`src/rtl/oam_dma_arbiter.sv`:
```
// oam_dma_arbiter: shares one memory port between the CPU and the OAM DMA engine (register at DMA_REG_ADDR).
// Define DMA_CYCLE_STEAL_EN to let CPU accesses pre-empt the DMA instead of being blocked.
module oam_dma_arbiter #(
   parameter int          LENGTH       = 160,
   parameter int          START_DELAY  = 1,
   parameter logic [15:0] DMA_REG_ADDR = 16'hFF46,
   parameter logic [15:0] DST_BASE     = 16'hFE00
) (
   input  logic        clock,
   input  logic        reset,
   input  logic [15:0] cpu_addr,
   input  logic [7:0]  cpu_wdata,
   input  logic        cpu_we,
   input  logic        cpu_re,
   output logic [7:0]  cpu_rdata,
   output logic [15:0] mem_addr,
   output logic [7:0]  mem_wdata,
   output logic        mem_we,
   output logic        mem_re,
   input  logic [7:0]  mem_rdata,
   output logic        dma_busy
);
   typedef enum logic [1:0] {IDLE, DELAY, READ, WRITE} state_t;
   state_t state, state_nx;
   logic [7:0] src_hi, idx, data_q;
   logic [3:0] dly;
   logic hit, trig, active, stall, last, pass;
   assign hit      = cpu_addr == DMA_REG_ADDR;
   assign trig     = cpu_we && hit;
   assign active   = state == READ || state == WRITE;
   assign last     = idx == 8'(LENGTH - 1);
   assign dma_busy = state != IDLE;
`ifdef DMA_CYCLE_STEAL_EN
   assign stall = active && (cpu_re || cpu_we) && !hit;
`else
   assign stall = 1'b0;
`endif
   assign pass = !active || stall;
   always_ff @(posedge clock or negedge reset)
      if (!reset) begin
         state  <= IDLE;
         src_hi <= 8'h00;
         idx    <= 8'h00;
         dly    <= 4'd0;
         data_q <= 8'h00;
      end else begin
         state <= state_nx;
         if (trig) begin
            src_hi <= cpu_wdata;
            idx    <= 8'h00;
            dly    <= 4'(START_DELAY);
         end else if (state == DELAY) dly <= dly - 4'd1;
         else if (!stall && state == READ) data_q <= mem_rdata;
         else if (!stall && state == WRITE && !last) idx <= idx + 8'd1;
      end
   always_comb begin
      state_nx = state;
      if (trig) state_nx = START_DELAY == 0 ? READ : DELAY;
      else if (!stall)
         state_nx = state == DELAY ? (dly == 4'd1 ? READ : DELAY) :
                    state == READ  ? WRITE :
                    state == WRITE ? (last ? IDLE : READ) : IDLE;
   end
   // A trigger cycle kills any DMA strobe so the in-flight byte is dropped.
   always_comb begin
      mem_addr  = 16'h0000;
      mem_wdata = 8'h00;
      mem_we    = 1'b0;
      mem_re    = 1'b0;
      if (reset) begin
         if (pass) begin
            mem_addr  = cpu_addr;
            mem_wdata = cpu_wdata;
            mem_we    = cpu_we && !hit;
            mem_re    = cpu_re && !cpu_we && !hit;
         end else if (!trig) begin
            mem_addr  = state == READ ? {src_hi, idx} : DST_BASE + {8'h00, idx};
            mem_wdata = data_q;
            mem_we    = state == WRITE;
            mem_re    = state == READ;
         end
      end
      cpu_rdata = hit ? src_hi : pass ? mem_rdata : 8'hFF;
   end
   a_no_rw: assert property (@(posedge clock) disable iff (!reset) !(cpu_re && cpu_we));
endmodule
```
`config.mk`:
```
export PLATFORM = sky130hd
export DESIGN_NAME = oam_dma_arbiter
export DESIGN_NICKNAME = d
export VERILOG_FILES = /design/src/rtl/oam_dma_arbiter.sv
export SDC_FILE = /design/constraint.sdc
export NUM_CORES = 1
export LEC_CHECK = 0
export ABC_AREA = 1
export CORE_ASPECT_RATIO = 1.2
export CORE_MARGIN = 5
export CORE_UTILIZATION = 40
export DETAILED_ROUTE_END_ITERATION = 10
export PLACE_DENSITY = 0.72
export SYNTH_ARGS = -nofsm -noshare
export SYNTH_HDL_FRONTEND = slang
export SYNTH_SLANG_ARGS = --single-unit
```
`constraint.sdc`:
```
create_clock -name clock -period 4.6 [get_ports clock]
set_clock_uncertainty 0.05 [all_clocks]
set_input_delay 1.15 -clock clock [delete_from_list [all_inputs] [get_ports clock]]
set_output_delay 1.15 -clock clock [all_outputs]
set_load 0.05 [all_outputs]
```
==> results.py, run 1 <==
metrics = {
    "worst_setup_path": {
        "rr_startpoint": "state[1]",
        "cp.arrival_ns": 2.91,
        "endpoint_kind": "output pin",
        "worst_ep_required_time_ns": 3.40,
        "path_cells": "clkdlybuf4s50_1 > nand2_1 > inv_1 > nand2_1 > nor2_2 > nand2_1 > o21ai_0 > buf_12",
        "timing.rr.end": "data_q[4]",
        "cp_max_fo": 17,
        "rr_worst_depth": 5,
        "regToRegSetupSlack_ns": 2.91,
        "cp_slowest_stage_delay_ns": 0.48,
        "crit_slowest_cell": "clkdlybuf4s50_1",
        "start_kind": "input pin",
        "crit_buf_inv": 3,
        "critPathTopFamily": "buffers and inverters",
        "crit_top_cell": "nand2_1",
        "critical_path_class": "in -> out",
    },
    "timing": {
        "hold_slack_ns": 0.4273,
        "setup_viol": 0,
        "tightest_slew_ns": 0.7210,
        "fin_crit_sh_pct": 89.40,
        "finalHoldViolCount": 0,
        "final.setup.tns_ns": 0,
        "rsz0062_at_grt": "no",
        "slew_viol_final": 0,
        "relSlewSlack_pct": 51.75,
        "period_needed_ns": 4.112,
        "fmaxAchievable_ghz": 0.2432,
    },
    "floorplan": {
        "dieWidth_um": 75.31,
        "initial_core_util_pct": 41.44,
        "core_sq_um": 4940,
        "io_pins": 71,
        "num_rows": 28,
        "die_h_um": 88.37,
        "dieArea_sq_um": 6654,
    },
    "yosys": {
        "synthTopCellsByArea": "dfrtp_1, nand2_1, o21ai_0, a21oi_1, nand3_1",
        "synth-seq-cells": 30,
        "synthCells": 300,
        "synthesis.nets": 339,
        "yosysWarningCount": 0,
        "muxShareOfSynthArea_pct": 0,
        "synth.distinct_cells": 29,
        "synth_top_family_by_area": "simple AND/OR/NAND/NOR gates",
        "synth_top_cell_by_area": "dfrtp_1",
        "syn_avg_cell_area_sq_um": 6.823,
        "synthAdderAreaFrac_pct": 1.834,
        "netlist_area_sq_um": 2047,
        "ys_seq_area_share_pct": 36.67,
        "synth-compound-area-share_pct": 19.99,
        "synthXorXnorAreaFrac_pct": 1.711,
        "synth-simple-area-share_pct": 29.10,
        "netlist.area_leader.share_pct": 36.67,
    },
    "cts": {
        "cts_resized": 0,
        "holdBufCountCts": 0,
        "clk_path_buf_depth": 2,
        "path_clk_slew_ns": 0.06,
        "cts_tree": "built",
        "cts_setup_buffers": 0,
        "root_buffer": "clkbuf_8",
        "clock_sinks": 30,
        "cts_made_buffers": 5,
        "clk_latency_ns": 0.28,
        "cts_max_level": 2,
    },
    "power_and_ir_drop": {
        "peakVddDrop_v": 0.0002243,
        "clkPwrFrac_pct": 25.9,
        "switching_share_pct": 37.12,
        "power_frac_seq_pct": 39.7,
        "power_frac_comb_pct": 34.4,
        "power_leakage_nw": 1.433,
        "p_sw_mw": 0.3099,
        "power_density_nw_per_um2": 291.2,
        "intPower_mw": 0.5249,
    },
    "global_route": {
        "grtUsageTotal_pct": 20.33,
        "antenna_found_initial": 0,
        "grt_pass1_vias": 2157,
        "grt_pass1_wl_mm": 10.41,
        "gr-total-overflow": 0,
        "grt_max_degree": 45,
    },
    "detailed_routing": {
        "dr.pass1.iters": 4,
        "drc": 0,
        "via_per_inst": 5.224,
        "drtIter0Drc": 160,
        "vias": 2236,
        "ant_nets": 0,
        "wl_per_cell_um": 14.81,
        "wirelength_mm": 6.338,
    },
    "layout": {
        "multiInputGateArea_sq_um": 1077,
        "syn_to_final_growth_pct": 40.04,
        "ff_latch_area_sq_um": 750.7,
        "layout.nets": 406,
        "diodes": 0,
        "design_area_sq_um": 2867,
        "finish.utilization_pct": 58.03,
        "n_fill_cell": 479,
        "layout-drive-gt1-share_pct": 16.85,
    },
    "min_path": {
        "hold_depth": 2,
        "worstHoldEndpoint": "data_q[6]",
        "min_path_type": "reg -> reg",
        "min_from": "data_q[6]",
    },
    "flow_run": {
        "max_cap_viol_count": 0,
    },
    "run_status": {
        "outcome": "finished clean",
    },
    "placement": {
        "dp_hpwl_mm": 4.887,
        "postPlaceCellArea_sq_um": 2775,
        "port_buffers": 70,
        "place_congestion": 0.8723,
    },
}
## metrics by stage
step	power (mW)	setup WS, ns	cells
after floorplan	0.5172	0.5670	300
after global placement	0.6175	0.4752	420
after detailed placement	0.6255	0.4853	420
after CTS	0.8440	0.4837	428
after global routing	0.8885	0.2822	428
final	0.8348	0.4876	428
## state kept, by name, summed over array words and instances, names as in the netlist
register	flops
src_hi	8
idx	8
data_q	8
state	2
dly	4
## synth_stat cells
master	number
a21oi_1	33
buf_2	1
inv_4	1
a31oi_1	1
xor2_1	4
inv_1	24
nand3b_1	1
o21ai_2	2
clkbuf_2	1
o21ai_0	39
nor3_1	2
nand2_4	1
nor3b_1	1
o211ai_1	2
nand3_1	19
nand4_1	2
buf_6	5
o21ai_1	2
clkinv_1	1
buf_4	3
nand2_2	3
nand2_1	86
inv_2	3
dfrtp_1	30
clkbuf_1	5
nand3_2	1
nor2_2	4
ha_1	3
nor2_1	20
## kinds of logic after synthesis
family / after synthesis
AO/OA/AOI/OAI: 79
adder cells (fa/ha/maj): 3
buffers and inverters: 44
flip-flops: 30
XOR/XNOR: 4
AND/OR/NAND/NOR: 140
## worst max-delay path by stage
stage	startpoint	to	slack [ns]	depth (start not counted)
6_report	cpu_addr[14]	cpu_rdata[4]	0.49	8
5_1_grt	cpu_addr[13]	cpu_rdata[4]	0.28	8
4_1_cts	cpu_addr[14]	cpu_rdata[4]	0.48	8
3_5_place_dp	cpu_addr[11]	cpu_rdata[4]	0.49	6
3_3_place_gp	cpu_addr[14]	cpu_rdata[4]	0.48	8
2_1_floorplan	cpu_addr[0]	cpu_rdata[0]	0.57	6
## metal layers
| metal | up-vias | wire length, um | GRT usage (%) |
|---|---|---|---|
| met5 | - | 0 | 0 |
| met4 | 0 | 170 | 8.108 |
| met3 | 12 | 526 | 4.205 |
| met2 | 90 | 3065 | 33.46 |
| met1 | 1026 | 2575 | 25.80 |
| li1 | 1108 | - | - |
## power groups by stage
stage	clock network, mW	logic, mW	registers (mW)
final	0.216	0.287	0.331
after global routing	0.235	0.316	0.337
after CTS	0.222	0.290	0.331
after detailed placement	0	0.289	0.337
after global placement	0	0.282	0.336
after floorplan	0	0.189	0.328
## worst min-delay path, delay by kind of cell (launching register included)
| kind | cells | cell delay, ns |
|---|---|---|
| and+or+nand+nor | 2 | 0.10 |
| DFF | 1 | 0.34 |
## cell usage in the layout, fill, tap and decap left out
cell and instances:
inv_2 3, nand3_2 1, o21ai_2 2, nor2_2 4
clkdlybuf4s50_1 35, o211ai_1 2, a21oi_1 33, buf_2 1
nand3_1 19, buf_4 30, nand4_1 2, nand2_1 86
clkinv_1 1, clkinv_2 1, a31oi_1 1, clkbuf_8 6
dfrtp_1 30, nand2_2 3, nor3_1 2, nand3b_1 1
o21ai_0 39, nor2_1 20, xor2_1 4, inv_4 1
buf_12 9, ha_1 3, o21ai_1 2, nand2_4 1
nor3b_1 1, inv_1 24, clkbuf_1 1
## area by class of cell
class / instances / share of cell area [%]
Inverter: 29 / 3.885
Clock buffer: 7 / 3.012
Tap cell: 60 / 2.619
Timing Repair Buffer: 75 / 26.54
Multi-Input combinational cell: 226 / 37.58
Sequential cell: 30 / 26.19
Clock inverter: 1 / 0.1746
(Power assumes the default switching activity.)
==> run 2: changes to the inputs <==
- CORE_MARGIN: 5 -> 2
- PLACE_DENSITY: 0.72 -> default
- PLACE_DENSITY_LB_ADDON: default -> 0.3
==> run 2 against run 1 <==
Effect of this change:
- global-route usage increased by 1.3 points
- combinational power about the same
- count of clock-buffer cells in the layout decreased by 1
- total power increased by 1.0%
- register-to-register slack got worse by 0.02 ns
- core utilization decreased by 0.38 points
- sequential power about the same
==> results.py, run 2 (synthesis results as in run 1) <==
metrics = {
    "detailed_routing": {
        "wirelength_mm": 5.980,
        "vias": 2270,
        "ant_nets": 0,
        "wl_per_cell_um": 13.91,
        "dr.pass1.iters": 4,
        "drc": 0,
        "via_per_inst": 5.279,
        "drtIter0Drc": 132,
    },
    "cts": {
        "clk_path_buf_depth": 2,
        "cts_max_level": 2,
        "holdBufCountCts": 0,
        "cts_resized": 0,
        "root_buffer": "clkbuf_8",
        "cts_made_buffers": 5,
        "clk_latency_ns": 0.28,
        "cts_tree": "built",
        "clock_sinks": 30,
        "cts_setup_buffers": 0,
        "path_clk_slew_ns": 0.07,
    },
    "timing": {
        "relSlewSlack_pct": 47.83,
        "slew_viol_final": 0,
        "rsz0062_at_grt": "no",
        "setup_viol": 0,
        "fin_crit_sh_pct": 89.74,
        "hold_slack_ns": 0.4247,
        "finalHoldViolCount": 0,
        "period_needed_ns": 4.128,
        "tightest_slew_ns": 0.7797,
        "fmaxAchievable_ghz": 0.2422,
        "final.setup.tns_ns": 0,
    },
    "layout": {
        "final_common_cell": "nand2_1",
        "syn_to_final_growth_pct": 39.12,
        "final_cell_mix": "nand2_1, o21ai_0, clkdlybuf4s50_1, buf_4, a21oi_1",
        "layout-drive-gt1-share_pct": 17.57,
        "layout.nets": 408,
        "diodes": 0,
        "reg_top3": "data_q x8, idx x8, src_hi x8",
        "final_cells": 430,
    },
    "floorplan": {
        "io_pins": 71,
        "num_rows": 28,
        "dieWidth_um": 69.31,
        "die_h_um": 82.37,
        "core_sq_um": 4940,
        "initial_core_util_pct": 41.44,
        "dieArea_sq_um": 5708,
    },
    "global_route": {
        "grt_max_degree": 45,
        "antenna_found_initial": 0,
        "grt_pass1_vias": 2019,
        "grt_pass1_wl_mm": 9.653,
        "gr-total-overflow": 0,
        "grtUsageTotal_pct": 21.59,
    },
    "power_and_ir_drop": {
        "peakVddDrop_v": 0.0002350,
        "power_frac_seq_pct": 39.4,
        "power_density_nw_per_um2": 296.2,
        "clkPwrFrac_pct": 26.5,
        "p_sw_mw": 0.3193,
        "intPower_mw": 0.5242,
        "power_leakage_nw": 1.420,
        "power_frac_comb_pct": 34.1,
        "switching_share_pct": 37.86,
    },
    "flow_run": {
        "max_cap_viol_count": 0,
    },
    "run_status": {
        "outcome": "finished clean",
    },
    "worst_setup_path": {
        "cp.arrival_ns": 2.93,
        "critical_path_class": "in -> out",
        "endpoint_kind": "output pin",
        "cp_max_fo": 18,
        "start_kind": "input pin",
        "worst_ep_required_time_ns": 3.40,
    },
    "placement": {
        "place_congestion": 0.8943,
        "dp_cells": 422,
        "port_buffers": 70,
        "dp_hpwl_mm": 4.553,
    },
    "min_path": {
        "min_path_type": "reg -> reg",
    },
}
run 2: cell types whose count changed in the layout (fill, tap and decap cells not counted):
cell	change
clkbuf_1	-1
buf_12	-3
buf_4	+5
clkinvlp_4	+1
run 2: routing by layer:
layer,vias to the layer above,routed length [um],track usage (%)
li1,1117,-,-
met2,87,2893,36.92
met4,0,190,10.39
met5,-,0,0
met3,14,353,3.762
met1,1052,2543,26.75
run 2: final cells by class:
type,instances,area [sq um]
Fill cell,481,2092
Multi-Input combinational cell,226,1077
Sequential cell,30,750.7
Timing Repair Buffer,77,738.2
Inverter,29,111.4
Clock buffer,6,82.58
Tap cell,60,75.07
Clock inverter,2,12.51
run 2: path summary, 6_finish.rpt:
check	depth (start not counted)	from	slack [ns]	to
max	10	cpu_addr[14]	0.47	mem_addr[2]
min	2	data_q[2]	0.42	data_q[2]
min in group asynchronous	1	reset	0.72	data_q[7]
min reg2reg	2	data_q[2]	0.42	data_q[2]
max in group asynchronous	2	reset	3.21	dly[0]
max reg2reg	5	state[1]	2.89	data_q[7]
run 2: through the flow:
stage / instance area (sq um) / setup slack [ns] / power [mW] / utilization, %
6_report: 2848 / 0.4717 / 0.8435 / 57.65
5_1_grt: 2848 / 0.2755 / 0.8948 / 57.65
3_5_place_dp: 2753 / 0.4643 / 0.6231 / 55.72
2_1_floorplan: 2047 / 0.5670 / 0.5172 / -
4_1_cts: 2848 / 0.4674 / 0.8485 / 57.65
3_3_place_gp: 2753 / 0.5025 / 0.6177 / 55.72
run 2: power groups by stage:
| stage | Clock, mW | Combinational [mW] | Sequential (mW) |
|---|---|---|---|
| floorplan | 0 | 0.189 | 0.328 |
| global placement | 0 | 0.282 | 0.336 |
| detailed placement | 0 | 0.286 | 0.337 |
| CTS | 0.228 | 0.289 | 0.332 |
| global route | 0.243 | 0.314 | 0.338 |
| finish | 0.223 | 0.288 | 0.333 |
run 2: worst max-delay path, cell delays in order:
cell and delay (ns):
clkdlybuf4s50_1 0.48, nand2_1 0.09, inv_1 0.06, nand2_1 0.07, nor2_2 0.14, nand3_2 0.29
buf_4 0.31, nand2_1 0.07, a21oi_1 0.06, buf_4 0.20
